[src/rtl/mmio_pkg.sv]
// Shared constants for the MMIO timer peripheral: register offsets,
// TCON bit positions, default base address and the decoded-register select.
package mmio_pkg;

  localparam logic [31:0] DEFAULT_BASE_ADDR = 32'h4000_0000;

  localparam logic [4:0] OFF_TH      = 5'h00;
  localparam logic [4:0] OFF_TL      = 5'h04;
  localparam logic [4:0] OFF_TCON    = 5'h08;
  localparam logic [4:0] OFF_LED     = 5'h0C;
  localparam logic [4:0] OFF_DIGI    = 5'h10;
  localparam logic [4:0] OFF_SYSTICK = 5'h14;

  localparam int unsigned TCON_EN = 0;
  localparam int unsigned TCON_IE = 1;
  localparam int unsigned TCON_ST = 2;

  typedef enum logic [2:0] {
    SEL_NONE,
    SEL_TH,
    SEL_TL,
    SEL_TCON,
    SEL_LED,
    SEL_DIGI,
    SEL_SYSTICK
  } reg_sel_e;

endpackage

[src/rtl/mmio_reload_timer.sv]
// Reload timer: prescaler, TH/TL/TCON registers and registered interrupt.
// TL counts up on each prescaler tick and reloads from TH after 32'hFFFFFFFF.
module mmio_reload_timer
  import mmio_pkg::*;
#(
  parameter int unsigned PRESCALE = 1
) (
  input  logic        clk,
  input  logic        reset,
  input  logic        wr_th,
  input  logic        wr_tl,
  input  logic        wr_tcon,
  input  logic [31:0] wdata,
  output logic [31:0] th,
  output logic [31:0] tl,
  output logic [2:0]  tcon,
  output logic        irq
);

  localparam logic [15:0] PS_LAST = 16'(PRESCALE - 1);

  logic [15:0] pcnt;
  logic        tick;
  logic        overflow;
  logic        st_set;

  // Tick when the prescaler wraps; EN is sampled before any same-cycle write.
  always_comb begin
    tick     = tcon[TCON_EN] && (pcnt == PS_LAST);
    overflow = tick && (tl == '1);
    st_set   = overflow && tcon[TCON_IE];
  end

  // Prescaler: counts while enabled, parked at zero while disabled.
  always_ff @(posedge clk or negedge reset) begin
    if (!reset) begin
      pcnt <= '0;
    end else if (!tcon[TCON_EN] || tick) begin
      pcnt <= '0;
    end else begin
      pcnt <= pcnt + 16'd1;
    end
  end

  // TH/TL: CPU write to TL beats a tick; reload reads TH before any same-cycle write.
  always_ff @(posedge clk or negedge reset) begin
    if (!reset) begin
      th <= '0;
      tl <= '0;
    end else begin
      if (wr_th) th <= wdata;
      if (wr_tl) begin
        tl <= wdata;
      end else if (tick) begin
        tl <= overflow ? th : tl + 32'd1;
      end
    end
  end

  // TCON and irq: setting ST takes priority over its write-1-to-clear.
  always_ff @(posedge clk or negedge reset) begin
    if (!reset) begin
      tcon <= '0;
      irq  <= 1'b0;
    end else begin
      if (wr_tcon) begin
        tcon[TCON_EN] <= wdata[TCON_EN];
        tcon[TCON_IE] <= wdata[TCON_IE];
      end
      if (st_set) begin
        tcon[TCON_ST] <= 1'b1;
      end else if (wr_tcon && wdata[TCON_ST]) begin
        tcon[TCON_ST] <= 1'b0;
      end
      irq <= tcon[TCON_IE] & tcon[TCON_ST];
    end
  end

endmodule

[src/rtl/mmio_timer_periph.sv]
// Memory-mapped peripheral on the CPU data bus: reload timer, LED and digit
// registers, and an optional free-running SYSTICK counter (MMIO_SYSTICK_EN).
module mmio_timer_periph
  import mmio_pkg::*;
#(
  parameter logic [31:0] BASE_ADDR = DEFAULT_BASE_ADDR,
  parameter int unsigned LED_W     = 8,
  parameter int unsigned DIGI_W    = 12,
  parameter int unsigned PRESCALE  = 1
) (
  input  logic              clk,
  input  logic              reset,
  input  logic              MemRead,
  input  logic              MemWrite,
  input  logic [31:0]       Address,
  input  logic [31:0]       Write_data,
  output logic [31:0]       Read_data,
  output logic              hit,
  output logic              irq,
  output logic [LED_W-1:0]  leds,
  output logic [DIGI_W-1:0] digi
);

  reg_sel_e    sel;
  logic        wr;
  logic [31:0] th;
  logic [31:0] tl;
  logic [2:0]  tcon;
  logic        unused_addr_bits;

  assign unused_addr_bits = ^Address[1:0];

  // Address decode; word offset only, byte lane bits ignored.
  always_comb begin
    sel = SEL_NONE;
    if (Address[31:5] == BASE_ADDR[31:5]) begin
      case ({Address[4:2], 2'b00})
        OFF_TH:      sel = SEL_TH;
        OFF_TL:      sel = SEL_TL;
        OFF_TCON:    sel = SEL_TCON;
        OFF_LED:     sel = SEL_LED;
        OFF_DIGI:    sel = SEL_DIGI;
`ifdef MMIO_SYSTICK_EN
        OFF_SYSTICK: sel = SEL_SYSTICK;
`endif
        default:     sel = SEL_NONE;
      endcase
    end
  end

  assign hit = (sel != SEL_NONE);
  assign wr  = hit && MemWrite;

`ifdef MMIO_SYSTICK_EN
  logic [31:0] systick;

  // Free-running cycle counter.
  always_ff @(posedge clk or negedge reset) begin
    if (!reset) systick <= '0;
    else        systick <= systick + 32'd1;
  end
`endif

  // Combinational read mux; zero unless a mapped register is read.
  always_comb begin
    Read_data = '0;
    if (hit && MemRead) begin
      case (sel)
        SEL_TH:      Read_data = th;
        SEL_TL:      Read_data = tl;
        SEL_TCON:    Read_data = 32'(tcon);
        SEL_LED:     Read_data = 32'(leds);
        SEL_DIGI:    Read_data = 32'(digi);
`ifdef MMIO_SYSTICK_EN
        SEL_SYSTICK: Read_data = systick;
`endif
        default:     Read_data = '0;
      endcase
    end
  end

  // LED and digit output registers.
  always_ff @(posedge clk or negedge reset) begin
    if (!reset) begin
      leds <= '0;
      digi <= '0;
    end else begin
      if (wr && sel == SEL_LED)  leds <= Write_data[LED_W-1:0];
      if (wr && sel == SEL_DIGI) digi <= Write_data[DIGI_W-1:0];
    end
  end

  mmio_reload_timer #(
    .PRESCALE(PRESCALE)
  ) u_timer (
    .clk    (clk),
    .reset  (reset),
    .wr_th  (wr && sel == SEL_TH),
    .wr_tl  (wr && sel == SEL_TL),
    .wr_tcon(wr && sel == SEL_TCON),
    .wdata  (Write_data),
    .th     (th),
    .tl     (tl),
    .tcon   (tcon),
    .irq    (irq)
  );

endmodule
[config.mk]
export PLATFORM = sky130hd
export DESIGN_NAME = mmio_timer_periph
export DESIGN_NICKNAME = d
export VERILOG_FILES = /design/src/rtl/mmio_pkg.sv /design/src/rtl/mmio_reload_timer.sv /design/src/rtl/mmio_timer_periph.sv
export SDC_FILE = /design/constraint.sdc
export NUM_CORES = 1
export LEC_CHECK = 0
export BUFFER_PORTS_ARGS = -buffer_cell sky130_fd_sc_hd__buf_2
export CAP_MARGIN = 25
export CORE_ASPECT_RATIO = 2
export CORE_MARGIN = 2
export CORE_UTILIZATION = 40
export DETAILED_ROUTE_END_ITERATION = 6
export MAX_ROUTING_LAYER = met4
export SLEW_MARGIN = 20
export SYNTH_ARGS = -nofsm -noshare
export SYNTH_HDL_FRONTEND = slang
export SYNTH_SLANG_ARGS = --single-unit
[constraint.sdc]
create_clock -name clk -period 4.8 [get_ports clk]
set_input_delay 0.24 -clock clk [delete_from_list [all_inputs] [get_ports clk]]
set_output_delay 0.24 -clock clk [all_outputs]
set_load 0.05 [all_outputs]
==> run_results.csv <==
group,metric,value,unit
sta,hold-worst-slack,-0.005217,ns
place,place_area,6750,µm²
sta,setup_tns,0,ns
cts,clkTransAtPathRegs,0.07,ns
setup_path,ff2ff_path_depth,8,
cells_and_area,fin_util,0.4767,
floorplan,start_util,0.4082,
cells_and_area,area_growth_syn_to_layout,16.77,%
power_and_ir_drop,power_leakage,3.153,nW
power_and_ir_drop,power.density,238.3,nW/µm²
synthesis,synth_seq_cells,104,
sta,fin_ws,1.702,ns
synthesis,synth_edf_count,0,
place,preCtsSetupSlack,1.572,ns
drt,wl_per_cell,19.67,µm
place,place_congestion,0.9202,
synthesis,syn_nets,680,
synthesis,synth_top_area_frac,0.4302,
floorplan,die_y,177.9,µm
floorplan,dieArea,16180,µm²
global_route,overflow,0,
sta,fmax,0.3227,GHz
global_route,grt_max_degree,65,
cts,root_buffer,"clkbuf_16",
sta,slew_viol_final,0,
global_route,grt_pass1_wl,27.97,mm
setup_path,start_kind,"primary input",
cells_and_area,nets,782,
cts,htreeDepth,3,
drt,vias,5334,
synthesis,synth_seq_area_share,0.4302,
setup_path,crit_required,4.56,ns
worst_hold_path,hp-class,"in2async",
setup_path,worstPathMaxFanout,20,
synthesis,syn_area,6050,µm²
cells_and_area,num_antenna_cells,0,
synthesis,yosys-top-cells-area,"dfrtp_1 43%, mux2_2 9.9%, nor2_1 4.7%",
cts,cts_made_buffers,9,
global_route,antenna_found_initial,0,
sta,finClkSkew,0.006754,ns
drt,drc,0,
sta,slew_headroom,0.3259,
drt,drt_iter0_markers,289,
drt,ant_nets,0,
setup_path,cp-end-kind,"output pin",
sta,hold_viol_final,1,
cts,cts.sinks,104,
outcome,violations,"hold timing",
cts,cts_tree,"built",
synthesis,ys_types,65,
floorplan,fp-row-count,63,
sta,period_needed,3.098,ns
setup_path,crit_arrival,2.86,ns
cts,cts_resized,0,
synthesis,ys.flop_type,"dfrtp_1",
floorplan,num_io_pins,122,
cells_and_area,drive_above_1_share,0.2961,
drt,drt-total-wl,17.92,mm
sta,setup_viol_count_final,0,
outcome,status,"finished, violations left",
sta,rsz0062_at_grt,"false",
synthesis,ys_async_sr_fraction,1.000,
synthesis,avgSynthCellArea,9.934,µm²
global_route,grtUsageTotal,0.2264,
floorplan,fp.dieW,90.96,µm
cts,postCtsSetupBuffers,0,
cts,clkLatencyLatePin,0.34,ns
run,maxCapViolCount,0,
place,hpwl,13.08,mm
sta,tightest_slew,1.003,ns
place,port_buffers,119,
drt,drt-vias-per-instance,5.855,
sta,finalCritPeriodShare,0.6455,
floorplan,core,14820,µm²
global_route,grt_pass1_vias,5432,
power_and_ir_drop,peakVddDrop,0.1953,mV
synthesis,syn_inst,609,
synthesis,synth_area_leader_cell,"dfrtp_1",
drt,first_pass_iters,7,
setup_path,critPathKind,"in2out",
synthesis,post-synth-top-count-cell,"dfrtp_1",
synthesis,synth_common_cells,"104 x dfrtp_1, 75 x nor2_1, 53 x mux2_2",
cells_and_area,fillers,1482,
cts,clockBufferDepth,2,
cts,postCtsHoldBufs,0,
cells_and_area,stdcell_area,7064,µm²
synthesis,yosysWarnings,0,
-- layer usage --
metal  global-route usage  up-vias  wire, µm
met1               0.2473     2635      6722
met2               0.4096      188      9752
li1                     -     2472         -
met3              0.02675       39       844
met5                    -        -         0
met4               0.1004        0       598
-- registers in the layout, indices dropped and copies added, names as in the netlist --
register,cells
leds,8
digi,12
u_timer.tcon,3
u_timer.irq,1
u_timer.pcnt,16
u_timer.th,32
u_timer.tl,32
-- report_power, final --
part	leakage [nW]	switching, W	internal (W)
Clock	0.137	0.000320	0.000407
Sequential	1.37	0.0000000000501	0.000876
Combinational	1.65	0.0000514	0.0000287
Total	3.15	0.000372	0.00131
-- cells by family after synthesis --
family / share of synthesized area
simple gates: 0.2089
compound gates: 0.1493
flops: 0.4302
mux: 0.1320
buf+inv: 0.03578
xor+xnor: 0.03764
fa+ha+maj: 0.006205
-- final cells by class --
type | count | area (µm²) | share of cell area
clock buffer | 12 | 236.5 | 0.03348
tap | 195 | 244.0 | 0.03454
clock inverter | 4 | 55.05 | 0.007793
sequential | 104 | 2603 | 0.3684
multi-input combinational | 460 | 3231 | 0.4573
timing repair buffer | 126 | 658.1 | 0.09316
inverter | 10 | 37.54 | 0.005313
-- cells in the final DEF (no fill, tap or decap), types with 14 or more instances in the layout --
cell type	count
a31oi_1	14
buf_2	118
a21oi_1	17
o21ai_0	18
nand2_1	25
xnor2_1	15
nor2_1	75
dfrtp_1	104
nor3_1	22
a22oi_1	33
mux2i_1	19
mux2_2	53
nand3_1	24
-- stage by stage --
step | cells | hold WS, ns | total power (W)
2_1_floorplan | 609 | -0.05559 | 0.0009133
3_3_place_gp | 893 | 0.3910 | 0.0009712
3_5_place_dp | 893 | 0.3972 | 0.0009729
4_1_cts | 909 | 0.02993 | 0.001703
5_1_grt | 911 | 0.06072 | 0.001736
6_report | 911 | -0.005217 | 0.001683
-- worst max-delay path, stage by stage --
cell and delay [ns]:
buf_2 0.10, nor4_1 0.28, nand4_1 0.31, nor3_2 0.26
buf_4 0.21, and3b_1 0.81, a22oi_1 0.22, nor2_1 0.14
buf_2 0.27
-- path summary, 6_finish.rpt --
check | from | endpoint | slack, ns
worst max-delay path | Address[7] | Read_data[27] | 1.70
worst min-delay path | reset | u_timer.th[28] | -0.005
worst max register to register | u_timer.tl[0] | u_timer.tl[8] | 2.12
worst min register to register | u_timer.pcnt[0] | u_timer.pcnt[0] | 0.53
max in group asynchronous | reset | u_timer.th[9] | 3.73
min in group clk | Write_data[26] | u_timer.tl[26] | 0.12
No activity file was read; power rests on OpenSTA's default activity.
